**config.mk**
```make
export PLATFORM = sky130hd
export DESIGN_NAME = sram_synaptic_arbiter
export DESIGN_NICKNAME = d
export VERILOG_FILES = /design/src/rtl/sram_synaptic_arbiter.sv
export SDC_FILE = /design/constraint.sdc
export NUM_CORES = 1
export LEC_CHECK = 0
export CAP_MARGIN = 30
export CORE_MARGIN = 2
export CORE_UTILIZATION = 44
export DETAILED_ROUTE_END_ITERATION = 10
export DONT_BUFFER_PORTS = 1
export GPL_ROUTABILITY_DRIVEN = 0
export MAX_ROUTING_LAYER = met4
export REMOVE_ABC_BUFFERS = 1
export SLEW_MARGIN = 20
export SYNTH_ARGS = -nofsm -noshare
export SYNTH_HDL_FRONTEND = slang
export SYNTH_SLANG_ARGS = --single-unit
```
**constraint.sdc**
```tcl
create_clock -name CK -period 5 [get_ports CK]
set_clock_uncertainty 0.05 [all_clocks]
set_input_delay 0.75 -clock CK [delete_from_list [all_inputs] [get_ports CK]]
set_output_delay 0.75 -clock CK [all_outputs]
set_load 0.01 [all_outputs]
```
**src/rtl/sram_synaptic_arbiter.sv**
```systemverilog
// sram_synaptic_arbiter: owns the single-port synaptic weight SRAM and shares it
// between the inference datapath (pipelined reads) and the FF-STDP learning
// engine (read-modify-write with a saturating signed update in each weight lane).
//
// Ports
//   CK, RST                     clock, synchronous active-high reset
//   INF_REQ/INF_ADDR            inference read request (held until INF_GNT)
//   INF_GNT                     inference grant pulse (address sampled)
//   INF_RVALID/INF_RDATA        read data, one cycle after INF_GNT
//   LRN_REQ/LRN_ADDR/LRN_DELTA  learning RMW request (held until LRN_GNT)
//   LRN_GNT                     learning grant pulse (address/delta captured)
//   LRN_DONE                    write-back issued (or skipped) pulse
//   SRAM_CS/WE/A/D, SRAM_Q      SRAM macro interface, 1-cycle registered read
//
// Build option: define SYN_ARB_ZERO_SKIP_EN to let an all-zero delta complete at
// grant time with no SRAM access.
module sram_synaptic_arbiter #(
    parameter int unsigned ADDR_WIDTH   = 8,
    parameter int unsigned DATA_WIDTH   = 32,
    parameter int unsigned WEIGHT_WIDTH = 8,
    parameter int unsigned STARVE_MAX   = 4
) (
    input  logic                  CK,
    input  logic                  RST,
    input  logic                  INF_REQ,
    input  logic [ADDR_WIDTH-1:0] INF_ADDR,
    output logic                  INF_GNT,
    output logic                  INF_RVALID,
    output logic [DATA_WIDTH-1:0] INF_RDATA,
    input  logic                  LRN_REQ,
    input  logic [ADDR_WIDTH-1:0] LRN_ADDR,
    input  logic [DATA_WIDTH-1:0] LRN_DELTA,
    output logic                  LRN_GNT,
    output logic                  LRN_DONE,
    output logic                  SRAM_CS,
    output logic                  SRAM_WE,
    output logic [ADDR_WIDTH-1:0] SRAM_A,
    output logic [DATA_WIDTH-1:0] SRAM_D,
    input  logic [DATA_WIDTH-1:0] SRAM_Q
);

    localparam int unsigned LANES = DATA_WIDTH / WEIGHT_WIDTH;
    localparam int unsigned CNT_W = $clog2(STARVE_MAX + 1);

`ifdef SYN_ARB_ZERO_SKIP_EN
    localparam bit ZERO_SKIP = 1'b1;
`else
    localparam bit ZERO_SKIP = 1'b0;
`endif

    typedef enum logic [1:0] {
        ST_IDLE,
        ST_RMW_RD_WAIT,
        ST_RMW_WR
    } state_t;

    state_t                  state_q, state_d;
    logic [CNT_W-1:0]        starve_q;
    logic                    inf_rvalid_q;
    logic [ADDR_WIDTH-1:0]   lrn_addr_q;
    logic [DATA_WIDTH-1:0]   lrn_delta_q;
    logic [DATA_WIDTH-1:0]   wdata_q;
    logic [DATA_WIDTH-1:0]   sat_word;

    logic                    starve_full;
    logic                    lrn_zero;
    logic                    inf_gnt;
    logic                    lrn_gnt;
    logic                    lrn_done;
    logic                    cs;
    logic                    we;
    logic [ADDR_WIDTH-1:0]   addr;
    logic [DATA_WIDTH-1:0]   wdata;

    assign starve_full = (starve_q == CNT_W'(STARVE_MAX));
    assign lrn_zero    = (LRN_DELTA == '0);

    // Signed add of one weight lane, clamped to the representable range.
    function automatic logic [WEIGHT_WIDTH-1:0] sat_add(
        input logic [WEIGHT_WIDTH-1:0] w,
        input logic [WEIGHT_WIDTH-1:0] d
    );
        logic [WEIGHT_WIDTH:0] s;
        s = {w[WEIGHT_WIDTH-1], w} + {d[WEIGHT_WIDTH-1], d};
        if (s[WEIGHT_WIDTH] != s[WEIGHT_WIDTH-1]) begin
            sat_add = s[WEIGHT_WIDTH] ? {1'b1, {(WEIGHT_WIDTH-1){1'b0}}}
                                      : {1'b0, {(WEIGHT_WIDTH-1){1'b1}}};
        end else begin
            sat_add = s[WEIGHT_WIDTH-1:0];
        end
    endfunction

    // Per-lane saturating update of the word returned by the RMW read.
    always_comb begin
        sat_word = '0;
        for (int l = 0; l < LANES; l++) begin
            sat_word[l*WEIGHT_WIDTH +: WEIGHT_WIDTH] =
                sat_add(SRAM_Q[l*WEIGHT_WIDTH +: WEIGHT_WIDTH],
                        lrn_delta_q[l*WEIGHT_WIDTH +: WEIGHT_WIDTH]);
        end
    end

    // Arbitration, next state and SRAM strobes; everything is held off while RST
    // is high so a reset cycle can never start an access or issue a write.
    always_comb begin
        state_d  = state_q;
        inf_gnt  = 1'b0;
        lrn_gnt  = 1'b0;
        lrn_done = 1'b0;
        cs       = 1'b0;
        we       = 1'b0;
        addr     = '0;
        wdata    = '0;
        if (!RST) begin
            case (state_q)
                ST_IDLE: begin
                    if (LRN_REQ && (!INF_REQ || starve_full)) begin
                        lrn_gnt = 1'b1;
                        if (ZERO_SKIP && lrn_zero) begin
                            lrn_done = 1'b1;
                        end else begin
                            cs      = 1'b1;
                            addr    = LRN_ADDR;
                            state_d = ST_RMW_RD_WAIT;
                        end
                    end else if (INF_REQ) begin
                        inf_gnt = 1'b1;
                        cs      = 1'b1;
                        addr    = INF_ADDR;
                    end
                end
                ST_RMW_RD_WAIT: begin
                    state_d = ST_RMW_WR;
                end
                ST_RMW_WR: begin
                    cs       = 1'b1;
                    we       = 1'b1;
                    addr     = lrn_addr_q;
                    wdata    = wdata_q;
                    lrn_done = 1'b1;
                    state_d  = ST_IDLE;
                end
                default: begin
                    state_d = ST_IDLE;
                end
            endcase
        end
    end

    // State, starvation counter, read-valid pipe and RMW capture registers.
    always_ff @(posedge CK) begin
        if (RST) begin
            state_q      <= ST_IDLE;
            starve_q     <= '0;
            inf_rvalid_q <= 1'b0;
            lrn_addr_q   <= '0;
            lrn_delta_q  <= '0;
            wdata_q      <= '0;
        end else begin
            state_q      <= state_d;
            inf_rvalid_q <= inf_gnt;
            if (lrn_gnt) begin
                lrn_addr_q  <= LRN_ADDR;
                lrn_delta_q <= LRN_DELTA;
            end
            if (state_q == ST_RMW_RD_WAIT) begin
                wdata_q <= sat_word;
            end
            if (lrn_gnt || !LRN_REQ) begin
                starve_q <= '0;
            end else if (inf_gnt && !starve_full) begin
                starve_q <= starve_q + CNT_W'(1);
            end
        end
    end

    assign INF_GNT    = inf_gnt;
    assign INF_RVALID = inf_rvalid_q;
    assign INF_RDATA  = inf_rvalid_q ? SRAM_Q : '0;
    assign LRN_GNT    = lrn_gnt;
    assign LRN_DONE   = lrn_done;
    assign SRAM_CS    = cs;
    assign SRAM_WE    = we;
    assign SRAM_A     = addr;
    assign SRAM_D     = wdata;

endmodule

```
Word-level counts from Yosys, hierarchy flattened
Index checks and enable logic that the tools add are counted.
{ "word_totals": {"elab_cells": 57, "regBits": 78, "output_inout_bits": 78, "input_bits": 84} }
{ "classes": {"eq_ne": 8, "add_sub_neg": 5, "mux": 29, "reduce_logical": 9} }
{ "ops": {"columns": ["operator", "count"], "rows": [
  ["$mux W32", 3],
  ["$mux W8", 11],
  ["$add A8 B8 Y9", 4],
  ["$pmux W8 S2", 1],
  ["$mux W1", 11],
  ["$ne A1 B1 Y1", 4],
  ["$pmux W2 S2", 1],
  ["$add A3 B1 Y3 const B", 1],
  ["$eq A3 B3 Y1 const B", 1],
  ["$logic_not A1 Y1", 3],
  ["$eq A2 B1 Y1 const B", 1],
  ["$eq A2 B2 Y1 const B", 1],
  ["$logic_and A1 B1 Y1", 2],
  ["$logic_not A2 Y1", 1],
  ["$logic_or A1 B1 Y1", 2],
  ["$mux W2", 1],
  ["$ne A2 B2 Y1 const B", 1],
  ["$pmux W1 S2", 1],
  ["$reduce_or A2 Y1", 1]
]} }

Depth between registers and ports, before layout
{ "logic_depth": {"depth_word": 8, "ltp_mapped": 11, "depth_no_buf": 10} }

Least setup slack after synthesis
Ideal clock, no wire load.
{ "synth_path": {"kind": "input port to flip-flop", "startpoint": "input SRAM_Q[16]", "endpoint": "register wdata_q[18]", "required_ps": 4871, "stages": 10, "t_arrival_ps": 2698, "n_path_buf": 0, "setup_time_ps": 79, "path_slack_ps": 2172, "path_cell_list": "ha_1 -> inv_1 -> fa_1 -> and2b_1 -> o31ai_2 -> a21oi_4 -> a21oi_1 -> mux2_4 -> maj3_2 -> a211oi_2"} }
{ "synth_between": {"elab_chain_len": 3, "elab_cells_between_ends": 4, "cone_classes": "add/sub (1); eq/ne (1); mux (2)"} }
{ "synth_rtl": {"columns": ["item", "line_no", "source"], "rows": [
  ["start: declaration", "39", "input logic [DATA_WIDTH-1:0] SRAM_Q"],
  ["$add A8 B8 Y9 (*)", "84", "s = {w[WEIGHT_WIDTH-1], w} + {d[WEIGHT_WIDTH-1], d};"],
  ["$mux W8 / $ne A1 B1 Y1 (equally long branches)", "86, 85", null],
  ["$mux W8 (*)", "85", "if (s[WEIGHT_WIDTH] != s[WEIGHT_WIDTH-1]) begin"],
  ["end signal: assignment", "167", "wdata_q <= sat_word;"],
  ["end: declaration", "62", "logic [DATA_WIDTH-1:0] wdata_q;"]
]} }
Mark *: on every way between the ends. The rest lies on a longest branch, timed or not.
A chain may end at the register's enable or synchronous reset.

Worst setup path in the final report
{ "layout_path": {"startpoint": "input RST", "endpoint": "output LRN_GNT"} }
{ "layout_between": {"elab_chain_len": 1} }
{ "layout_rtl": {"columns": ["item", "line_no", "source"], "rows": [
  ["start: declaration", "24", "input logic RST,"],
  ["$mux W1", "114", "if (!RST) begin"],
  ["end: declaration", "33", "output logic LRN_GNT,"]
]} }
No other way between the ends.

==> impl_metrics.toml <==
[run_status]
status = "finished clean"

[routing]
dr.pass1.iters = 4
ant_nets = 0
avgRoutedWirePerCell_um = 15.5
via_per_inst = 5.51
route.vias.total = 4102
drt_iter0_drc = 195
drc = 0
wirelength_um = 11600

[power_and_ir_drop]
switchingPower_mw = 0.449
clkPwrFrac_pct = 39.7
leakage_nw = 2.16
powerDensity_nw_per_um2 = 301
combPwrFrac_pct = 19.7
swShare_pct = 27.0
ir_drop_v = 0.000125
power_mw = 1.66
seqPwrFrac_pct = 40.6
power.internal_mw = 1.21

[die]
ios = 162
die_w_um = 112
core_um2 = 11400
die_h_um = 112
initial_utilization_pct = 45.2
core.rowCount = 39
die_area_um2 = 12600

[logic_synthesis]
synth_area_per_cell_um2 = 8.38
synth-seq-cells = 78
yosysSeqAreaShare_pct = 30.3
syn_area_um2 = 5160
synth_top_flop_cell = "dfxtp_1"
async_reset_ff_share_pct = 0
netlist_instances = 616
ys_types = 60
synth_edf_count = 0
ys_warn_count = 0

[clocking]
numClockSinks = 78
post_cts_buffers = 0
clk_pin_slew_ps = 50
cts_buffer_depth = 2
clk_latency_ps = 330
cts_tree = "built"
postCtsHoldBufs = 0
cts_buffers = 9
cts.repair.resized = 0
cts-root-buf = "clkbuf_16"
cts_max_level = 3

[grt]
grt_pass1_wl_um = 18700
grt-ovfl-total = 0
grt_use_total_pct = 18.7
grt_max_degree = 72
grt_pass1_vias = 3973
antenna_found_initial = 0

[worst_setup_path]
rr_startpoint = "lrn_delta_q[16]$_SDFFE_PP0P_"
crit_arrival_ps = 2360
critical_path_peak_fanout = 71
worstSetupPathType = "in2out"
worstPathRequired_ps = 4200
worstRegToRegCells = 10
reg2reg_slack_ps = 2420
crit_path_end_kind = "primary output"
slowest_stage = "and3_2"
crit_chain = "nor3_1 -> and3_2 -> buf_4"
critPathLaunchType = "input port"
slowest_delay_ps = 820
timing.rr.end = "wdata_q[20]$_SDFFE_PP0N_"

[placement]
numPortBuffers = 0
dpl_cell_area_um2 = 5220
hpwl_um = 8420

[finish]
drive_gt1_share_pct = 11.5
fin_area_um2 = 5520
num_antenna_cells = 0
mostFrequentLayoutCells = "dfxtp_1, and2_1, nor2_1"
syn2layout_area_growth_pct = 6.91
fin_util_pct = 48.3
final_common_cell = "dfxtp_1"
layout.nets = 718

[sta]
clock.fmax_ghz = 0.317
fin_crit_sh_pct = 63.1
period_needed_ps = 3160
finalMaxSlewViolations = 0
timing.setup.tns_ps = 0
hold_viol = 0
max_slew.worst_pin.slew_ps = 842
rsz0062_at_grt = "false"
slew_headroom_pct = 43.9
setup-violations-final = 0

[hold_path]
hold_end = "wdata_q[10]$_SDFFE_PP0N_"
holdCritPathClass = "reg2reg"
worstHoldPathCells = 2
hold_start = "wdata_q[10]$_SDFFE_PP0N_"

[run]
drv_cap = 0
power groups by stage:
stage                     Combinational, mW  Sequential (mW)  Clock [mW]
final                                 0.328            0.674       0.660
after global routing                  0.367            0.678       0.715
after CTS                             0.330            0.674       0.687
after detailed placement              0.328            0.688           0
after global placement                0.315            0.689           0
after floorplan                       0.275            0.682           0
worst max path at each step:
stage / start / endpoint / slack, ps / depth (start not counted)
3_3_place_gp: RST / LRN_GNT / 1940 / 3
3_5_place_dp: RST / LRN_GNT / 1880 / 3
4_1_cts: starve_q[0]$_SDFFE_PP0P_ / LRN_GNT / 1830 / 6
6_report: RST / LRN_GNT / 1840 / 3
5_1_grt: starve_q[0]$_SDFFE_PP0P_ / LRN_GNT / 1610 / 6
2_1_floorplan: RST / SRAM_A[0] / 1090 / 3
metal layers:
layer | vias up | routed length [um] | track usage, %
li1 | 2100 | - | -
met1 | 1894 | 5300 | 22.9
met2 | 102 | 5640 | 31.4
met3 | 6 | 541 | 3.29
met4 | 0 | 67 | 5.85
met5 | - | 0 | -
registers in the layout, indices dropped and copies added (netlist names):
register and cells:
state_q 2, INF_RVALID 1, wdata_q 32, starve_q 3, lrn_delta_q 32, lrn_addr_q 8
layout make-up:
cell class | count | area (um2)
fill | 1139 | 5900
tap | 143 | 179
clock inverter | 4 | 45.0
inverter | 28 | 105
clock buffer | 12 | 256
multi-input combinational | 475 | 3320
timing repair buffer | 4 | 50.0
sequential | 78 | 1560
cells in the mapped netlist (8+ instances only):
| cell | number | area [um2] |
|---|---|---|
| dfxtp_1 | 78 | 1560 |
| and2_1 | 64 | 400 |
| nor2_1 | 50 | 188 |
| nand2_1 | 49 | 184 |
| o21ai_0 | 43 | 215 |
| ha_1 | 34 | 425 |
| nand2b_1 | 32 | 200 |
| inv_1 | 28 | 105 |
| clkbuf_1 | 24 | 90.1 |
| a21oi_1 | 23 | 115 |
| maj3_2 | 19 | 214 |
| a211oi_1 | 13 | 97.6 |
| a211oi_2 | 12 | 150 |
| xor2_1 | 12 | 105 |
| o21ai_1 | 10 | 50.1 |
| o31ai_1 | 10 | 75.1 |
| a222oi_1 | 8 | 80.1 |
| a22o_1 | 8 | 70.1 |
| nor3_1 | 8 | 40.0 |
stage by stage:
| stage | hold WS (ps) | cells | setup WS, ps |
|---|---|---|---|
| after floorplan | 371 | 581 | 1090 |
| after global placement | 403 | 727 | 1940 |
| after detailed placement | 409 | 728 | 1880 |
| after CTS | 416 | 744 | 1830 |
| after global routing | 422 | 744 | 1610 |
| final | 408 | 744 | 1840 |
critical path, delay by kind of cell:
family | cells | cell delay [ps]
buffers and inverters | 1 | 440
and+or+nand+nor | 2 | 1120
logic make-up after synthesis:
group	after synthesis	share of synthesized area [%]
buf+inv	63	5.67
simple gates	234	23.5
xor+xnor	20	3.68
compound gates	163	22.6
fa+ha+maj	57	13.9
flops	78	30.3
mux	1	0.291
(Power assumes the default switching activity.)
==> edit 1 (same flow settings) <==
The option `SYN_ARB_ZERO_SKIP_EN` is turned on by a define.
--- a/src/rtl/sram_synaptic_arbiter.sv
+++ b/src/rtl/sram_synaptic_arbiter.sv
@@ -15,4 +15,6 @@
 // Build option: define SYN_ARB_ZERO_SKIP_EN to let an all-zero delta complete at
 // grant time with no SRAM access.
+`define SYN_ARB_ZERO_SKIP_EN
+
 module sram_synaptic_arbiter #(
     parameter int unsigned ADDR_WIDTH   = 8,
Formal check against the unedited RTL: not equivalent (Yosys sat finds a counterexample within 4 cycles, from zero or initial values and one cycle with RST high).
==> edit 1 against the unedited design <==
Design area is 2.6% lower. Non-clock buffer count is 3 higher. Count of clock-buffer cells in the layout is 2 higher. Power is 5.7% lower. Utilization is 0.61 points higher. Global-route usage is 3.2 points higher. Via count is 2.6% higher. Sequential cell count stayed put. Wire length is 13% higher. Synthesized area is 3.1% lower. Setup slack worse by 0.084 ns. Critical endpoint is now SRAM_A[2].
==> edit 1: results <==
setup_path:
  worstSetupEndpoint: "SRAM_A[2]"
  cp_max_fo: 7
  arrival_ns: 2.44
  startpoint: "LRN_DELTA[4]"
  reg2reg_to: "wdata_q[18]"
  r2r_cells: 9
  reg2reg_from: "lrn_delta_q[16]"
  reg2reg_slack_ns: 2.48
die:
  rows: 38
route:
  finalWirelength_microns: 13000
  vias_per_cell: 5.67
  drtPass1Iterations: 7
  drt_iter0_drc: 217
  wl_per_cell_microns: 17.6
grt:
  grt_pass1_vias: 4218
  grt_overflow: 0
  antenna_found_initial: 0
  grt_pass1_wl_microns: 21300
  grt_usage_pct: 21.9
  grt_max_degree: 61
logic_synthesis:
  synthTopCellsByCount: "nand2_1, dfxtp_1, nor2_1"
  synth_flop_cell: "dfxtp_1"
  yosysWarnings: 0
  synthArstFlopShare_pct: 0
  synth.avg_cell_area_sq_um: 8.17
  synthTopCellsByArea: "dfxtp_1, ha_1, nand2_1, nand3b_1, and2_1"
  ys_types: 53
  yosysSeqAreaShare_pct: 31.2
finish:
  top_regs: "lrn_delta_q (32), wdata_q (32), lrn_addr_q (8)"
  final_layout_size_suffix_gt1_share_pct: 6.81
  nNetsFinal: 720
  n_antenna_cell: 0
  fill_cells: 1108
status:
  status: "completed"
power:
  p_leak_uw: 0.00233
  irDropWorstVdd_uv: 185
clock_tree:
  clockRootBuffer: "clkbuf_16"
  cts_buffers: 9
  cts.clk_slew.worst_paths_ns: 0.06
  cts_max_path_buffers: 2
  post-cts-setup-buffers: 0
place:
  place_hpwl_microns: 9810
  dp.cells: 727
  portBuffers: 0
min_path:
  min_path_cells: 2
timing:
  worst_pin_slew_ns: 0.731
[edit 1: cell families after synthesis]
group / after synthesis / synth area share, %
buffers and inverters: 57 / 4.55
flip-flops: 78 / 31.2
adder cells (fa/ha/maj): 49 / 12.3
AO/OA/AOI/OAI: 129 / 18.9
multiplexers: 1 / 0.200
AND/OR/NAND/NOR: 275 / 28.4
XOR/XNOR: 23 / 4.33
[edit 1: layout make-up]
cell class	instances	area [sq um]	share of cell area [%]
Timing Repair Buffer	7	60.1	1.12
Inverter	25	93.8	1.75
Sequential cell	78	1560	29.1
Clock buffer	14	264	4.91
Tap cell	140	175	3.26
Clock inverter	1	5.00	0.0931
Multi-Input combinational cell	477	3210	59.8
[edit 1: how the worst min path moves through the flow]
stage                              from             to
final                        wdata_q[0]     wdata_q[0]
after floorplan              wdata_q[0]     wdata_q[0]
after global routing      lrn_addr_q[6]  lrn_addr_q[6]
after CTS                    wdata_q[7]     wdata_q[7]
after detailed placement     wdata_q[0]     wdata_q[0]
after global placement      wdata_q[16]    wdata_q[16]
[edit 1: power by group]
part	internal [uW]	total [uW]	switching (uW)
clock network	361	615	255
logic	119	277	158
registers	656	676	20.0
total	1140	1570	432
[edit 1: metrics by stage]
stage	utilization (%)	hold WS [ns]	instance area [sq um]	power, uW	worst slack (ns)
floorplan	-	0.367	4870	906	1.26
global placement	46.3	0.380	5090	958	1.85
detailed placement	46.5	0.386	5100	966	1.82
CTS	48.9	0.396	5370	1580	1.83
global route	48.9	0.418	5370	1650	1.52
finish	48.9	0.395	5370	1570	1.76
[edit 1: layer usage]
metal	track usage [%]	up-vias	share of wire, %	wire length (microns)
met2	36.9	124	48	6300
met3	5.21	12	7.4	965
li1	-	2114	-	-
met1	26.5	1957	43	5610
met4	5.50	0	1.2	153
met5	-	-	0	0
[edit 1: critical path: stages]
cell and delay [ns]:
nor4_1 0.61, nand4_1 0.31, nor2_1 0.24, nor2_1 0.16
a22oi_1 0.18, o21ai_0 0.19
==> edit 2 (config.mk and constraints unchanged) <==
Without the edit above. Encoding of `state_t`: now one-hot (3 bits for 3 states).
--- a/src/rtl/sram_synaptic_arbiter.sv
+++ b/src/rtl/sram_synaptic_arbiter.sv
@@ -49,8 +49,8 @@
 `endif
 
-    typedef enum logic [1:0] {
-        ST_IDLE,
-        ST_RMW_RD_WAIT,
-        ST_RMW_WR
+    typedef enum logic [2:0] {
+        ST_IDLE        = 3'b001,
+        ST_RMW_RD_WAIT = 3'b010,
+        ST_RMW_WR      = 3'b100
     } state_t;
 
Formal check against the unedited RTL: same outputs for any inputs over 4 cycles, from zero or initial values and one cycle with RST high; so few cycles prove little.
==> edit 2 against the unedited design <==
Global-route usage grew 1.1 points. Sequential cell count increased by 1. Setup slack better by 0.26 ns. Die area increased by 0.79%. Sequential share of layout area is essentially flat. Synthesized area is 0.82% higher. Wire length increased by 5.3%. Hold slack worse by 0.013 ns. Utilization is 0.37 points higher. Design area increased by 1.2%. Power decreased by 6.7%. Largest cell class unchanged. Critical path type is now reg2out. Combinational power decreased by 13%.
==> edit 2: results <==
status:
  status: "completed"
clock_tree:
  clk_latency_ns: 0.34
  cts_buffers: 9
  clockRootBuffer: "clkbuf_16"
  htree_levels: 3
  ctsResizeCount: 0
  cts_max_path_buffers: 2
  cts.clk_slew.worst_paths_ns: 0.06
  post-cts-setup-buffers: 0
place:
  place_hpwl_microns: 8910
  dp.cells: 756
  portBuffers: 0
grt:
  grt_pass1_vias: 4068
  grt_pass1_wl_microns: 19500
  grt_usage_pct: 19.7
  antenna_found_initial: 0
  grt_max_degree: 72
logic_synthesis:
  ys_types: 60
  synthArstFlopShare_pct: 0
  yosysSeqAreaShare_pct: 30.4
  synthTopCellsByCount: "nand2_1, dfxtp_1, and2_1"
  synth.avg_cell_area_sq_um: 8.11
  yosysWarnings: 0
  synthTopCellsByArea: "dfxtp_1, ha_1, and2_1, nand2_1, a21oi_1"
setup_path:
  startpoint: "starve_q[0]"
  cpMaxStageDelayCell: "dfxtp_1"
  reg2reg_from: "lrn_delta_q[24]"
  cpLargestDelayFamily: "simple AND/OR/NAND/NOR gates"
  reg2reg_slack_ns: 2.33
  arrival_ns: 2.10
  critPathMaxStageDelay_ns: 0.37
  cp_max_fo: 17
route:
  wl_per_cell_microns: 15.7
  highest_layer: "met4"
  drtPass1Iterations: 4
  vias_per_cell: 5.55
  wl_met3_microns: 824
  routedLengthMet1_microns: 5490
  drt_iter0_drc: 177
  vias: 4289
  dr_wl_met2_microns: 5620
finish:
  n_antenna_cell: 0
  top_regs: "lrn_delta_q (32), wdata_q (32), lrn_addr_q (8)"
  nNetsFinal: 747
  final_layout_size_suffix_gt1_share_pct: 7.30
power:
  p_leak_uw: 0.00223
  irDropWorstVdd_uv: 184
timing:
  hold_slack_ns: 0.395
  worst_pin_slew_ns: 0.730
  setup_viol: 0
min_path:
  holdCritPathClass: "reg2reg"
  min_from: "wdata_q[9]"
edit 2: metrics by stage:
stage / utilization, % / setup WS [ns] / total power (uW) / instance area, sq um
after floorplan: - / 0.122 / 905 / 5060
after global placement: 46.2 / 1.99 / 953 / 5300
after detailed placement: 46.3 / 1.93 / 961 / 5310
after CTS: 48.6 / 1.92 / 1570 / 5580
after global routing: 48.7 / 1.90 / 1630 / 5580
final: 48.7 / 2.10 / 1550 / 5580
edit 2: path summary, 6_finish.rpt:
kind,endpoint,depth (start not counted)
min reg2reg,wdata_q[9],2
max reg2reg,wdata_q[27],9
min,wdata_q[9],2
max,SRAM_A[0],9
edit 2: area by class of cell:
class,instances,area [sq um]
Clock buffer,10,229
Clock inverter,6,37.5
Fill cell,1111,5880
Inverter,37,139
Multi-Input combinational cell,491,3360
Sequential cell,79,1580
Tap cell,143,179
Timing Repair Buffer,7,60.1
edit 2: worst register-to-register path, stage by stage, from the launching register on:
cell,delay [ns]
dfxtp_1,0.34
ha_1,0.24
inv_1,0.08
fa_1,0.39
nand2b_1,0.19
a211oi_2,0.34
o21ai_4,0.16
or4b_1,0.55
o311a_1,0.14
a21oi_1,0.13
edit 2: logic make-up (layout without fill, tap and decap cells):
logic type	Yosys count	in the layout	synth area share, %
and+or+nand+nor	244	244	23.2
AOI/OAI and AO/OA	165	165	23.3
adders and majority gates	58	58	13.6
muxes	2	2	0.409
xor gates and xnor gates	22	22	3.70
DFF	79	79	30.4
buffers and inverters	72	60	5.34
edit 2: power breakdown:
part	total, uW	switching, uW	internal, uW
registers	662	12.9	649
clock network	604	271	334
logic	285	163	121
total	1550	447	1100
edit 2: metal layers:
layer,vias up,track usage (%)
met5,-,-
met4,0,8.78
met3,16,5.09
met2,124,31.9
met1,1934,23.1
li1,2215,-
